**src/rtl/medac_pkg.sv**
```systemverilog
// Shared types and constants for the medac delay-sweep controller.
// Holds the FSM state encoding, the default widths and the best_err start value.
package medac_pkg;

    localparam int MEDAC_SEL_W = 4;
    localparam int MEDAC_CNT_W = 32;

    localparam logic [MEDAC_CNT_W-1:0] BEST_ERR_INIT = '1;

    typedef enum logic [2:0] {
        S_IDLE,
        S_SETTLE,
        S_SNAP0,
        S_RUN,
        S_DRAIN,
        S_SNAP1,
        S_NEXT,
        S_DONE
    } sweep_state_t;

endpackage

```
**src/rtl/medac_win_timer.sv**
```systemverilog
// Loadable down-counter shared by the SETTLE, RUN and DRAIN phases.
// A state loaded with N-1 lasts exactly N cycles before zero is seen.
module medac_win_timer #(
    parameter int W = 16
) (
    input  logic         clk,
    input  logic         rst_n,
    input  logic         load,
    input  logic         count,
    input  logic [W-1:0] load_val,
    output logic         zero
);

    logic [W-1:0] remaining;

    always_ff @(posedge clk or negedge rst_n) begin
        if (!rst_n) begin
            remaining <= '0;
        end else if (load) begin
            remaining <= load_val;
        end else if (count && (remaining != '0)) begin
            remaining <= remaining - 1'b1;
        end
    end

    assign zero = (remaining == '0);

endmodule

```
**src/rtl/medac_sweep_ctrl.sv**
```systemverilog
// Sweeps the medac origin clock-delay select, measures errors per point and tracks the best select.
// Optional macro MEDAC_SWEEP_AVG_EN averages 2^REP_LOG2 windows per point.
module medac_sweep_ctrl
    import medac_pkg::*;
#(
    parameter int SEL_W      = MEDAC_SEL_W,
    parameter int CNT_W      = MEDAC_CNT_W,
    parameter int WIN_W      = 16,
    parameter int SETTLE_CYC = 8,
    parameter int DRAIN_CYC  = 4
`ifdef MEDAC_SWEEP_AVG_EN
    ,
    parameter int REP_LOG2   = 2
`endif
) (
    input  logic             clk,
    input  logic             rst_n,
    input  logic             sweep_go,
    input  logic             abort,
    input  logic [SEL_W-1:0] sel_min,
    input  logic [SEL_W-1:0] sel_max,
    input  logic [WIN_W-1:0] win_len,
    input  logic [CNT_W-1:0] error_cnt,
    output logic [SEL_W-1:0] var_clk_sel,
    output logic             start,
    output logic             busy,
    output logic             done,
    output logic             cfg_err,
    output logic             res_valid,
    output logic [SEL_W-1:0] res_sel,
    output logic [CNT_W-1:0] res_err,
    output logic [SEL_W-1:0] best_sel,
    output logic [CNT_W-1:0] best_err
);

    localparam logic [CNT_W-1:0] BEST_INIT   = {CNT_W{BEST_ERR_INIT[0]}};
    localparam logic [WIN_W-1:0] SETTLE_LOAD = WIN_W'(SETTLE_CYC - 1);
    localparam logic [WIN_W-1:0] DRAIN_LOAD  = WIN_W'(DRAIN_CYC - 1);

    sweep_state_t     state;
    sweep_state_t     next_state;
    logic [SEL_W-1:0] sel_max_q;
    logic [WIN_W-1:0] win_len_q;
    logic [WIN_W-1:0] run_load;
    logic [WIN_W-1:0] timer_val;
    logic [CNT_W-1:0] snap0;
    logic [CNT_W-1:0] delta;
    logic [CNT_W-1:0] point_err;
    logic             timer_load;
    logic             timer_count;
    logic             timer_zero;
    logic             range_bad;
    logic             cfg_done;
    logic             last_rep;
    logic             point_valid;

    assign range_bad   = (sel_min > sel_max);
    assign run_load    = (win_len_q == '0) ? '0 : win_len_q - 1'b1;
    assign delta       = error_cnt - snap0;
    assign timer_count = (state == S_SETTLE) || (state == S_RUN) || (state == S_DRAIN);

`ifdef MEDAC_SWEEP_AVG_EN
    logic [REP_LOG2-1:0]       rep_cnt;
    logic [CNT_W+REP_LOG2-1:0] acc;
    logic [CNT_W+REP_LOG2-1:0] acc_sum;

    assign acc_sum   = acc + {{REP_LOG2{1'b0}}, delta};
    assign point_err = acc_sum[CNT_W+REP_LOG2-1:REP_LOG2];
    assign last_rep  = &rep_cnt;
`else
    assign point_err = delta;
    assign last_rep  = 1'b1;
`endif

    assign point_valid = (state == S_SNAP1) && !abort && last_rep;

    medac_win_timer #(
        .W(WIN_W)
    ) u_timer (
        .clk     (clk),
        .rst_n   (rst_n),
        .load    (timer_load),
        .count   (timer_count),
        .load_val(timer_val),
        .zero    (timer_zero)
    );

    always_ff @(posedge clk or negedge rst_n) begin
        if (!rst_n) begin
            state <= S_IDLE;
        end else begin
            state <= next_state;
        end
    end

    // Each timed phase is entered with its timer loaded, so the load travels with the transition.
    always_comb begin
        next_state = state;
        timer_load = 1'b0;
        timer_val  = '0;
        if (abort && (state != S_IDLE)) begin
            next_state = S_IDLE;
        end else begin
            case (state)
                S_IDLE: begin
                    if (sweep_go && !range_bad) begin
                        next_state = S_SETTLE;
                        timer_load = 1'b1;
                        timer_val  = SETTLE_LOAD;
                    end
                end
                S_SETTLE: if (timer_zero) next_state = S_SNAP0;
                S_SNAP0: begin
                    next_state = S_RUN;
                    timer_load = 1'b1;
                    timer_val  = run_load;
                end
                S_RUN: begin
                    if (timer_zero) begin
                        next_state = S_DRAIN;
                        timer_load = 1'b1;
                        timer_val  = DRAIN_LOAD;
                    end
                end
                S_DRAIN: if (timer_zero) next_state = S_SNAP1;
                S_SNAP1: next_state = last_rep ? S_NEXT : S_SNAP0;
                S_NEXT: begin
                    if (var_clk_sel == sel_max_q) begin
                        next_state = S_DONE;
                    end else begin
                        next_state = S_SETTLE;
                        timer_load = 1'b1;
                        timer_val  = SETTLE_LOAD;
                    end
                end
                S_DONE:  next_state = S_IDLE;
                default: next_state = S_IDLE;
            endcase
        end
    end

    always_comb begin
        start     = (state == S_RUN);
        busy      = (state != S_IDLE) && (state != S_DONE);
        done      = cfg_done || ((state == S_DONE) && !abort);
        res_valid = point_valid;
        res_sel   = var_clk_sel;
        res_err   = point_err;
    end

    // Strict less-than during an ascending sweep keeps the lower select on ties.
    always_ff @(posedge clk or negedge rst_n) begin
        if (!rst_n) begin
            cfg_done    <= 1'b0;
            cfg_err     <= 1'b0;
            var_clk_sel <= '0;
            sel_max_q   <= '0;
            win_len_q   <= '0;
            snap0       <= '0;
            best_sel    <= '0;
            best_err    <= BEST_INIT;
`ifdef MEDAC_SWEEP_AVG_EN
            rep_cnt     <= '0;
            acc         <= '0;
`endif
        end else begin
            cfg_done <= 1'b0;
            if ((state == S_IDLE) && sweep_go) begin
                if (range_bad) begin
                    cfg_err  <= 1'b1;
                    cfg_done <= 1'b1;
                end else begin
                    cfg_err     <= 1'b0;
                    best_err    <= BEST_INIT;
                    var_clk_sel <= sel_min;
                    sel_max_q   <= sel_max;
                    win_len_q   <= win_len;
`ifdef MEDAC_SWEEP_AVG_EN
                    rep_cnt     <= '0;
                    acc         <= '0;
`endif
                end
            end
            if ((state == S_SNAP0) && !abort) begin
                snap0 <= error_cnt;
            end
`ifdef MEDAC_SWEEP_AVG_EN
            if ((state == S_SNAP1) && !abort) begin
                rep_cnt <= rep_cnt + 1'b1;
                acc     <= last_rep ? '0 : acc_sum;
            end
`endif
            if (point_valid && (point_err < best_err)) begin
                best_sel <= var_clk_sel;
                best_err <= point_err;
            end
            if ((state == S_NEXT) && !abort && (var_clk_sel != sel_max_q)) begin
                var_clk_sel <= var_clk_sel + 1'b1;
            end
        end
    end

endmodule
```
**config.mk**
```make
export PLATFORM = sky130hd
export DESIGN_NAME = medac_sweep_ctrl
export DESIGN_NICKNAME = d
export VERILOG_FILES = /design/src/rtl/medac_pkg.sv /design/src/rtl/medac_win_timer.sv /design/src/rtl/medac_sweep_ctrl.sv
export SDC_FILE = /design/constraint.sdc
export NUM_CORES = 1
export LEC_CHECK = 0
export CORE_ASPECT_RATIO = 1.75
export CORE_UTILIZATION = 45
export DETAILED_ROUTE_END_ITERATION = 10
export GPL_ROUTABILITY_DRIVEN = 0
export HOLD_SLACK_MARGIN = 0.1
export PLACE_DENSITY_LB_ADDON = 0.25
export SLEW_MARGIN = 0
export SYNTH_ARGS = -nofsm -noshare
export SYNTH_HDL_FRONTEND = slang
export SYNTH_SLANG_ARGS = --single-unit
```
**constraint.sdc**
```tcl
create_clock -name clk -period 6.8 [get_ports clk]
set_input_delay 1.02 -clock clk [delete_from_list [all_inputs] [get_ports clk]]
set_output_delay 1.02 -clock clk [all_outputs]
set_load 0.02 [all_outputs]
```
==> Implementation_results.wiki, run 1 <==
{| class="wikitable"
! Metric !! Value
|-
| Result of the run || finished, final reports clean
|-
| Worst Path Class, Setup || in -> out
|-
| Syn nets || approximately 1100
|-
| Share of flip-flops with an asynchronous set or reset after synthesis || 100%
|-
| Number of gates given a new drive strength after cts || 0
|-
| Wire length of the first global-routing pass || 34400 um
|-
| Hold-fix buffer count after cts || 0
|-
| Count of pins over their slew limit || 0
|-
| Setup repair after global routing missed its margin || false
|-
| Area of the die || about 18000 um2
|-
| Number of vias per cell || between 5 and 6
|-
| Layout Cell Area excl Fill || 10100 um2
|-
| Buffers and inverters on the worst path || 4
|-
| Maxcap violations || 0
|-
| Number of primary I/O pins || 141
|-
| Yosys warns || 0
|-
| Share of cells above drive strength 1 || under 10%
|-
| FMAX || 177 MHz
|-
| DRT iter0 DRCs || 265
|-
| Cell chosen for the clock root || clkbuf_16
|-
| Total routing usage reported by global routing || 24.9%
|-
| Worst slew margin || 35.7%
|-
| Worst clock skew on the final layout || 0.00918 ns
|-
| Total number of placement rows || 64
|-
| Die outline width || 103 um
|-
| Post-detailed-route wirelength per cell || 16.5 um
|-
| Global-route congestion overflow total || 0
|-
| Clock buffer depth || 2
|-
| Number of unique standard cell types used by synthesis || 78
|-
| Placed standard-cell area || 9500 um2
|-
| CTS tree || built
|-
| Worst hold slack after final layout || slightly below 0.5 ns
|-
| Fraction of the yosys area taken by sequential cells || 36.0%
|-
| # DRC || 0
|-
| H-tree level count || 4
|-
| Required time of the critical path || ~5.8 ns
|-
| Largest fanout of any net on the critical path || 3
|-
| Via count || slightly above 7000
|-
| Vias in the first global route || 7116
|-
| N_diodes || 0
|-
| Setup total negative slack || 0 ns
|-
| Yosys reg bits || 113
|-
| Path type of the worst min-delay path || reg -> reg
|-
| Die height || between 150 and 200 um
|-
| Half-perimeter wire length after detailed placement || 16500 um
|-
| Synth Cell Area || 7960 um2
|-
| Arrival time reported for the critical path endpoint || 4.62 ns
|-
| Largest net degree at the start of global routing || between 60 and 70
|-
| CORE AREA || 17400 um2
|-
| First-pass detailed-route iteration total || 5
|-
| Most used flip-flop cell after synthesis || dfrtp_1
|-
| List of cells traversed by the critical path || clkdlybuf4s50_1 -> inv_1 -> ha_1 -> inv_1 -> fa_1 -> a211o_1 -> a21oi_4 -> o2111ai_2 -> a31oi_1 -> o21ai_0 -> a31o_2 -> xor2_1 -> clkdlybuf4s50_1
|-
| Initial antenna violation count || 0
|-
| Number of post-CTS setup repair buffers || 0
|-
| Pwr/cell area || 498 nW/um2
|-
| Count of final hold-check violations || 0
|-
| Sinks on Clock Net || 113
|-
| Worst-case vdd ir drop || 0.286 mV
|-
| Area growth, synth to finish || 27.3%
|-
| Worst Max-Slew Pin Slew || just under 1 ns
|-
| Final critical delay including setup and external delays || 5.64 ns
|-
| LEAKAGE || ~4.7 nW
|-
| Number of flops mapped to enable cells by yosys || 0
|-
| TritonCTS buffer count || 17
|-
| Total setup violations reported at the end of the flow || 0
|-
| Delay of the slowest cell on the worst path || 0.72 ns
|-
| Average instance area after synthesis || 8.50 um2
|-
| Final critical-path setup slack || 1.16 ns
|-
| Setup crit start kind || input port
|-
| Starting utilization of the core area || a little under half
|-
| Drt total wl || 21500 um
|-
| Final-stage net count || roughly 1200
|-
| Clk pin slew, worst setup/hold paths || 0.06 ns
|-
| Crit. End Element || primary output
|-
| Setup slack at placement || 0.871 ns
|-
| Clock latency at the later pin of the worst-skew pair || 0.43 ns
|-
| Final Total Pwr || around 5 mW
|-
| Final clock period utilization by the worst path || 82.9%
|-
| Number of routed nets with antenna violations || 0
|-
| Crit-path leading delay family || compound AO/OA/AOI/OAI gates
|-
| Count of port buffers added during placement || 140
|-
| Max stage delay cell, worst path || clkdlybuf4s50_1
|-
| Synthesized instance count || 936
|}
state kept, by name, indices dropped and copies added (netlist names), 3 cells and up:
signal,cells
state,3
best_err,32
res_sel,4
win_len_q,16
sel_max_q,4
snap0,32
u_timer.remaining,16
best_sel,4
kinds of logic (layout without fill, tap and decap cells):
family / Yosys count / in the layout / share of synthesized area, %
AND/OR/NAND/NOR: 319 / 319 / 18.8
AO/OA/AOI/OAI: 252 / 252 / 20.2
buffers and inverters: 118 / 256 / 6.43
flip-flops: 113 / 113 / 36.0
adder cells (fa/ha/maj): 72 / 72 / 11.4
XOR/XNOR: 53 / 53 / 5.84
multiplexers: 9 / 9 / 1.24
through the flow:
step | util (%) | cells
3_5_place_dp | 54.7 | 1273
5_1_grt | 58.3 | 1305
2_1_floorplan | - | 936
3_3_place_gp | 54.7 | 1273
6_report | 58.3 | 1305
4_1_cts | 58.3 | 1305
power by group:
group          switching (mW)  internal (mW)  total, mW
clock                   0.321          0.628      0.949
combinational            1.75           1.27       3.02
sequential              0.183          0.885       1.07
cell type report:
type	instances	area, um2
inverter	78	293
fill	1557	7250
clock inverter	11	160
timing repair buffer	146	1460
sequential	113	2870
clock buffer	21	460
tap	231	289
multi-input combinational	705	4600
per-layer routing:
metal | up-vias | share of wire (%) | GRT usage (%) | wire length, um
met5 | - | 0 | 0 | 0
met4 | 0 | 3.9 | 12.4 | 837
met3 | 50 | 3.3 | 4.92 | 704
met2 | 150 | 56 | 47.3 | 11900
met1 | 3385 | 37 | 24.8 | 8000
li1 | 3508 | - | - | -
cell usage in the layout (no fill, tap or decap), types with 7 or more instances in the layout:
cell type        netlist  routed
mux2_2                 7       7
xor2_1                20      20
nand3_1               13      13
nor4_1                 9       9
nand4_1               13      13
o21a_1                 9       9
dfrtp_1               81      81
a21o_1                32      32
ha_1                  71      71
clkdlybuf4s50_1        0     139
nor2_1                58      58
a31oi_1                9       8
inv_1                 78      78
nor2b_1               10      10
nor3_1                25      24
xnor2_1               33      33
clkbuf_16              0      17
nand2_1              146     146
a21oi_1               61      61
dfstp_2               32      32
o21ai_0               82      82
cells in the mapped netlist (10+ instances only):
cell type | number | area (um2)
a21o_1 | 32 | 240
a21oi_1 | 61 | 305
buf_4 | 10 | 75.1
clkbuf_1 | 17 | 63.8
dfrtp_1 | 81 | 2030
dfstp_2 | 32 | 841
ha_1 | 71 | 888
inv_1 | 78 | 293
nand2_1 | 146 | 548
nand3_1 | 13 | 65.1
nand4_1 | 13 | 81.3
nor2_1 | 58 | 218
nor2b_1 | 10 | 62.6
nor3_1 | 25 | 125
o21ai_0 | 82 | 410
xnor2_1 | 33 | 289
xor2_1 | 20 | 175
path summary, 6_finish.rpt:
path / start / end / slack, ns / cells past startpoint
worst max register to register: snap0[0]$_DFFE_PN0P_ / best_sel[3]$_DFFE_PN0N_ / 2.00 / 18
worst max-delay path: error_cnt[0] / res_err[24] / 1.16 / 13
worst min-delay path: cfg_err$_DFFE_PN0P_ / cfg_err$_DFFE_PN0P_ / 0.49 / 1
min in group asynchronous: rst_n / cfg_done$_DFF_PN0_ / 0.64 / 1
worst min register to register: cfg_err$_DFFE_PN0P_ / cfg_err$_DFFE_PN0P_ / 0.49 / 1
max in group asynchronous: rst_n / snap0[11]$_DFFE_PN0P_ / 4.96 / 2
Note: power is estimated with default switching activity, not from simulation.
==> inputs of run 2 (changes only) <==
clock period = 4.7 ns   (was 6.8 ns; I/O delays follow)
==> run 2 against run 1 <==
Against the previous run: wire length increased by 8.5%; non-clock buffer count increased by 110; largest power group unchanged; critical path type unchanged; count of clock-buffer cells in the layout increased by 7; die area unchanged; cell count increased by 8.4%; design area increased by 8.1%; highest routed layer unchanged; sequential power increased by 45%; hold slack got worse by 0.29 ns; register-to-register slack got worse by 1.5 ns.
==> Implementation_results.wiki, run 2 (synthesis results as in run 1) <==
{| class="wikitable"
! Metric !! Value
|-
| Die outline width || 103 um (unchanged)
|-
| TritonCTS buffer count || 17 (unchanged)
|-
| Count of final hold-check violations || 0 (unchanged)
|-
| Area growth, synth to finish || 37.6%
|-
| Most frequent cells in the layout || nand2_1, clkdlybuf4s50_1, buf_4
|-
| List of cells traversed by the critical path || clkdlybuf4s50_1 -> ha_1 -> a21oi_1 -> buf_4 -> o21ai_0 -> nor2b_1 -> o41ai_1 -> buf_4 -> buf_4 -> o31ai_1 -> a21oi_1 -> xnor2_1 -> buf_4 -> clkdlybuf4s50_1
|-
| Met2 track demand over resource || 50.9% (+3.7 points)
|-
| Most frequent standard cell in the layout excluding fill and tap cells || nand2_1
|-
| Number of primary I/O pins || 141 (unchanged)
|-
| Placed standard-cell area || 10400 um2 (+9.0%)
|-
| Worst hold slack after final layout || 0.203 ns (-0.287 ns)
|-
| Register-to-register setup slack || 0.51 ns (-1.49 ns)
|-
| Largest registers ranked by flip-flop count || best_err: 32 flops, snap0: 32 flops
|-
| Worst slew margin || 39.5% (+3.8 points)
|-
| Final clock period utilization by the worst path || 94.8%
|-
| Number of routed nets with antenna violations || 0 (unchanged)
|-
| Number of vias per cell || 5.41 (-0.39%)
|-
| Met1 demand-to-capacity share in global routing || 26.6% (+1.8 points)
|-
| Total routing usage reported by global routing || 27.2% (+2.3 points)
|-
| Clock buffer depth || 2 (unchanged)
|-
| DRT iter0 DRCs || 279 (+5.3%)
|-
| Global-route congestion overflow total || 0 (unchanged)
|-
| Die height || 178 um (unchanged)
|-
| Crit-path leading delay family || buffers and inverters
|-
| Delay of the slowest cell on the worst path || 0.60 ns (-0.12 ns)
|-
| Pwr/cell area || 739 nW/um2 (+49%)
|-
| Post-detailed-route wirelength per cell || 16.5 um (about the same)
|-
| Vias in the first global route || 7970 (+12%)
|-
| Drt total wl || 23300 um (+8.5%)
|-
| Share of cells above drive strength 1 || 18.3% (+8.8 points)
|-
| Max stage delay cell, worst path || clkdlybuf4s50_1
|-
| Final critical-path setup slack || 0.244 ns (-0.920 ns)
|-
| Final core utilization || 63.0% (+4.7 points)
|-
| CORE AREA || 17400 um2 (unchanged)
|-
| Sinks on Clock Net || 113 (unchanged)
|-
| Starting utilization of the core area || 45.8% (unchanged)
|-
| N_diodes || 0 (unchanged)
|-
| Switching component of the power || 3.53 mW (+56%)
|-
| Count of port buffers added during placement || 140 (unchanged)
|-
| Final-stage net count || 1303 (+9.2%)
|-
| Required time of the critical path || 3.99 ns (-1.79 ns)
|-
| Worst clock skew on the final layout || 0.0140 ns (+0.00479 ns)
|-
| Worst Max-Slew Pin Slew || 0.906 ns (-0.0585 ns)
|-
| FMAX || around 220 MHz
|-
| First-pass detailed-route iteration total || 5 (unchanged)
|-
| Worst-case vdd ir drop || 0.598 mV (+110%)
|-
| Path type of the worst min-delay path || in -> async
|-
| # DRC || 0 (unchanged)
|-
| Initial antenna violation count || 0 (unchanged)
|-
| Total setup violations reported at the end of the flow || 0 (unchanged)
|-
| Clk pin slew, worst setup/hold paths || 0.05 ns (about the same)
|-
| FF-to-FF End || best_sel[3]$_DFFE_PN0N_
|-
| Layout Cell Area excl Fill || 10900 um2 (+8.1%)
|-
| Internal Pwr Total || 4.56 mW (+64%)
|-
| Count of pins over their slew limit || 0 (unchanged)
|-
| Via count || 7661 (+8.0%)
|-
| Clock latency at the later pin of the worst-skew pair || 0.43 ns (about the same)
|-
| Largest fanout of any net on the critical path || 4 (+1)
|-
| LEAKAGE || 5.29 nW (+11%)
|-
| Peak-usage layer in the global routing report || met2
|-
| Sequential group share of total power || 19.2% (-2.0 points)
|-
| Worst Path Class, Setup || in -> out
|-
| Result of the run || finished, final reports clean
|-
| CTS tree || built
|-
| Crit. End Element || primary output
|-
| Most Frequent Cell on Critical Path || buf_4
|-
| Largest net degree at the start of global routing || 64 (unchanged)
|-
| Setup crit start kind || input port
|-
| Total number of placement rows || 64 (unchanged)
|-
| Buffers and inverters on the worst path || 6 (+2)
|-
| Setup slack at placement || -0.523 ns (-1.39 ns)
|-
| Final critical delay including setup and external delays || 4.46 ns
|-
| Stages on worst setup path || 14 (+1)
|-
| Arrival time reported for the critical path endpoint || 3.75 ns (-0.87 ns)
|-
| H-tree level count || 4 (unchanged)
|-
| Half-perimeter wire length after detailed placement || 18300 um (+11%)
|-
| Maxcap violations || 0 (unchanged)
|-
| GR Layer Usage met3 || 4.73% (-0.20 points)
|-
| Final Total Pwr || 8.09 mW (+61%)
|-
| Clock group share of total power || 14.7% (-4.1 points)
|-
| Startpoint of the worst register-to-register path || snap0[0]$_DFFE_PN0P_
|-
| Area of the die || 18200 um2 (unchanged)
|-
| Cell chosen for the clock root || clkbuf_16
|-
| Part of the total power dissipated in combinational logic || 66.1% (+6.1 points)
|-
| FF-to-FF path depth || 18 (unchanged)
|-
| Wire length of the first global-routing pass || 37700 um (+9.6%)
|-
| Setup repair after global routing missed its margin || false
|-
| Fraction of power spent switching nets || 43.7% (-1.2 points)
|-
| Number of post-CTS setup repair buffers || 0 (unchanged)
|}
[run 2: changes by cell type in the layout (fill, tap and decap cells not counted), moves of 3 or more]
cell             delta
clkbuf_1            +4
dlygate4sd2_1       +7
clkinv_2            -3
clkbuf_8            +3
clkdlybuf4s50_1    -10
bufinv_16           -4
buf_4             +109
[run 2: how the worst max path moves through the flow]
stage | start | to | slack, ns
final | error_cnt[14] | res_err[29] | 0.24
after detailed placement | error_cnt[0] | best_sel[0]$_DFFE_PN0N_ | -0.52
after CTS | error_cnt[1] | res_err[21] | 0.06
after global routing | error_cnt[0] | best_err[8]$_DFFE_PN1P_ | 0.006
after global placement | error_cnt[0] | best_sel[0]$_DFFE_PN0N_ | -0.53
after floorplan | error_cnt[0] | best_sel[0]$_DFFE_PN0N_ | 0.04
[run 2: timing repair]
| item | CTS | global route |
|---|---|---|
| gates resized for setup | 17 | 8 |
| setup endpoints to repair | 34 | 40 |
| pin swaps | 1 | 2 |
| hold buffers | 0 | 0 |
[run 2: metrics by stage]
stage | setup TNS [ns] | std cells
floorplan | 0 | 936
global placement | -16.55 | 1383
detailed placement | -17.08 | 1383
CTS | 0 | 1415
global route | 0 | 1415
finish | 0 | 1415
[run 2: final cells by class]
| class | instances | area, um2 |
|---|---|---|
| clock buffers | 28 | 517 |
| clock inverters | 4 | 25.0 |
| fillers | 1518 | 6430 |
| inverters | 78 | 293 |
| multi-input cells | 705 | 4660 |
| flip-flops and latches | 113 | 2870 |
| well taps | 231 | 289 |
| repair buffers | 256 | 2290 |
[run 2: power by group through the flow]
stage / registers, mW / logic (mW) / clock network (mW)
finish: 1.55 / 5.35 / 1.19
floorplan: 1.49 / 2.91 / 0
global route: 1.59 / 5.81 / 1.25
CTS: 1.54 / 5.34 / 1.20
global placement: 1.54 / 5.25 / 0
detailed placement: 1.55 / 5.30 / 0
[run 2: layer usage]
layer / part of all wire [%] / up-vias / wire (um)
met2: 55 / 194 / 12800
met5: 0 / - / 0
li1: - / 3734 / -
met4: 5.5 / 0 / 1270
met1: 36 / 3650 / 8410
met3: 3.5 / 83 / 811
==> inputs of run 3 (changes only) <==
ABC_AREA = 1   (was default)
clock period = 4.5 ns   (was 4.7 ns; I/O delays follow)
==> run 3 against run 2 <==
Against the previous run: the run now ends with design-rule violations left; critical path depth grew 1; synthesized cell count grew 55%; sequential share of layout area shrank 1.6 points; synthesized area grew 19%; total power grew 16%; count of clock-buffer cells in the layout shrank 10; design area grew 6.7%; clock skew shrank 0.0063 ns; largest cell class unchanged.
==> Implementation_results.wiki, run 3 <==
{| class="wikitable"
! Metric !! Value
|-
| Result of the run || complete, but fails checks
|-
| Violated checks || design-rule violations
|-
| LEAKAGE || 6.47 nW (+22%)
|-
| Number of vias per cell || 5.11 (-5.6%)
|-
| Wire length of the first global-routing pass || 45400 um (+20%)
|-
| Required time of the critical path || 3.83 ns (-0.16 ns)
|-
| Top cells by count, synth || nand2_1, inv_1, nor2_1, nand3_1, dfrtp_1
|-
| Drt total wl || 28200 um (+21%)
|-
| Area of the die || 21600 um2 (+18%)
|-
| Number of routed nets with antenna violations || 0 (unchanged)
|-
| Clk pin slew, worst setup/hold paths || 0.06 ns (about the same)
|-
| Most frequent standard cell in the layout excluding fill and tap cells || nand2_1
|-
| Count leader, synth || nand2_1
|-
| First-pass detailed-route iteration total || 10 (+5)
|-
| Clock latency at the later pin of the worst-skew pair || 0.43 ns (about the same)
|-
| Number of unique standard cell types used by synthesis || 46 (-41%)
|-
| # DRC || 6 (+6)
|-
| Top post-synthesis cells by area || dfrtp_1, nand2_1, inv_1
|-
| Syn nets || 1582 (+48%)
|-
| Largest registers ranked by flip-flop count || best_err: 32 flops, snap0: 32 flops
|-
| TritonCTS buffer count || 17 (unchanged)
|-
| Final-stage net count || 1723 (+32%)
|-
| Area growth, synth to finish || 23.8%
|-
| Setup crit start kind || input port
|-
| Number of primary I/O pins || 141 (unchanged)
|-
| Count of final hold-check violations || 0 (unchanged)
|-
| Final clock period utilization by the worst path || slightly above 90%
|-
| Most used flip-flop cell after synthesis || dfrtp_1
|-
| Sinks on Clock Net || 113 (unchanged)
|-
| Final Total Pwr || 9.35 mW (+16%)
|-
| Worst-case vdd ir drop || 0.317 mV (-47%)
|-
| H-tree level count || 4 (unchanged)
|-
| Yosys reg bits || 113 (unchanged)
|-
| Final critical delay including setup and external delays || 4.17 ns
|-
| Post-detailed-route wirelength per cell || 15.2 um (-7.7%)
|-
| DRT iter0 DRCs || 511 (+83%)
|-
| Worst clock skew on the final layout || 0.00766 ns (-0.00631 ns)
|-
| Count of port buffers added during placement || 140 (unchanged)
|-
| Worst Path Class, Setup || in -> out
|-
| Fraction of the yosys area taken by sequential cells || 30.4% (-5.7 points)
|-
| N_diodes || 0 (unchanged)
|-
| FMAX || between 200 and 250 MHz
|-
| Pwr/cell area || 801 nW/um2 (+8.3%)
|-
| Die height || 194 um (+8.8%)
|-
| Total routing usage reported by global routing || 27.0% (-0.13 points)
|-
| Largest net degree at the start of global routing || 66 (+3.1%)
|-
| Area share of the leading cell type in the synthesized netlist || 21.5% (-4.0 points)
|-
| Cell chosen for the clock root || clkbuf_16
|-
| Setup total negative slack || 0 ns (unchanged)
|-
| Arrival time reported for the critical path endpoint || 3.50 ns (-0.25 ns)
|-
| Total setup violations reported at the end of the flow || 0 (unchanged)
|-
| Synthesized instance count || 1450 (+55%)
|-
| Synth Cell Area || 9430 um2 (+19%)
|-
| Hold-fix buffer count after cts || 0 (unchanged)
|-
| Count of pins over their slew limit || 0 (unchanged)
|-
| Yosys warns || 0 (unchanged)
|-
| Setup repair after global routing missed its margin || false
|-
| Largest fanout of any net on the critical path || 4 (unchanged)
|-
| Global-route congestion overflow total || 0 (unchanged)
|-
| Number of flops mapped to enable cells by yosys || 0 (unchanged)
|-
| Total number of placement rows || 69 (+7.8%)
|-
| Largest area contributor in the netlist || dfrtp_1
|-
| CTS tree || built
|-
| Average instance area after synthesis || 6.51 um2 (-23%)
|-
| Setup slack at placement || 0.0228 ns (+0.546 ns)
|-
| Most frequent cells in the layout || nand2_1, inv_1, clkdlybuf4s50_1
|-
| Half-perimeter wire length after detailed placement || 22400 um (+23%)
|-
| Path type of the worst min-delay path || in -> async
|-
| Clock buffer depth || 2 (unchanged)
|-
| Worst hold slack after final layout || 0.357 ns (+0.153 ns)
|-
| Share of cells above drive strength 1 || 7.61% (-11 points)
|-
| Share of flip-flops with an asynchronous set or reset after synthesis || 100% (unchanged)
|-
| Worst slew margin || 25.2% (-14 points)
|-
| Die outline width || 111 um (+8.7%)
|-
| Initial antenna violation count || 0 (unchanged)
|-
| Vias in the first global route || 9429 (+18%)
|-
| Via count || 9462 (+24%)
|-
| Number of post-CTS setup repair buffers || 0 (unchanged)
|-
| Starting utilization of the core area || 46.1% (+0.33 points)
|-
| Worst Max-Slew Pin Slew || 1.12 ns (+0.216 ns)
|-
| CORE AREA || 20500 um2 (+18%)
|-
| Crit. End Element || primary output
|-
| Final critical-path setup slack || 0.327 ns (+0.0826 ns)
|-
| Maxcap violations || 0 (unchanged)
|}
[run 3: cell types whose count changed in the layout (fill, tap and decap cells not counted), moves of 14 or more]
cell / delta
nor2_1: +69
xnor2_1: -24
inv_1: +203
nand3b_1: +14
nand3_1: +102
a21o_1: -30
buf_4: -100
nand2_1: +324
o21ai_0: -55
[run 3: timing repair]
action | 4_1_cts | 5_1_grt
endpoints found under the hold margin | 0 | 0
gates resized for setup | 0 | 1
setup endpoints to repair | 0 | 1
[run 3: where the power goes]
part,internal (mW),total [mW],switching (mW)
Combinational,2.27,6.02,3.75
Sequential,1.55,1.92,0.371
Clock,0.878,1.42,0.539
Total,4.69,9.35,4.66
[run 3: routing by layer]
metal	wire, um	part of all wire, %	vias up	GRT usage [%]
met5	0	0	-	0
met4	2030	7.2	0	20.4
met3	1010	3.6	119	4.01
met2	15300	54	294	50.8
met1	9870	35	4307	26.2
li1	-	-	4742	-
[run 3: worst paths after layout]
check / from / end / slack [ns] / cells after the start
min in group clk: cfg_err$_DFFE_PN0P_ / cfg_err$_DFFE_PN0P_ / 0.49 / 1
worst max-delay path: error_cnt[0] / res_err[12] / 0.33 / 15
max in group asynchronous: rst_n / best_err[27]$_DFFE_PN1P_ / 3.20 / 2
worst min-delay path: rst_n / win_len_q[0]$_DFFE_PN0P_ / 0.36 / 1
worst max register to register: snap0[0]$_DFFE_PN0P_ / best_err[5]$_DFFE_PN1P_ / 0.76 / 24
worst min register to register: cfg_err$_DFFE_PN0P_ / cfg_err$_DFFE_PN0P_ / 0.49 / 1
[run 3: stage by stage]
step                      util [%]  cells  instance area, um2
final                         57.1   1852               11700
after global routing          57.1   1852               11700
after CTS                     57.0   1852               11700
after detailed placement      54.1   1820               11100
after global placement        54.1   1820               11100
after floorplan                  -   1450                9430
[run 3: cell type report]
class	count	area (um2)
sequential	113	2870
clock inverter	14	181
multi-input combinational	1018	5280
inverter	286	1080
tap	248	310
fill	2030	8790
clock buffer	18	429
timing repair buffer	155	1530
[run 3: cells by family (layout without fill, tap and decap cells)]
kind of cell	after synthesis	count (layout)	share of synthesized area [%]
simple gates	794	794	36.4
buf+inv	319	473	13.6
compound gates	118	118	6.79
flops	113	113	30.4
fa+ha+maj	72	72	9.63
xor+xnor	33	33	3.06
mux	1	1	0.119
[run 3: worst max-delay path, cell delays in order]
cell             delay, ns
clkdlybuf4s50_1       0.39
inv_1                 0.07
ha_1                  0.15
inv_1                 0.11
fa_1                  0.45
nand2_1               0.08
nand2_1               0.08
nand3_1               0.12
nand2_1               0.14
nand2_1               0.12
nand2_1               0.13
nand2_1               0.08
nand2_1               0.08
inv_1                 0.16
clkdlybuf4s50_1       0.64
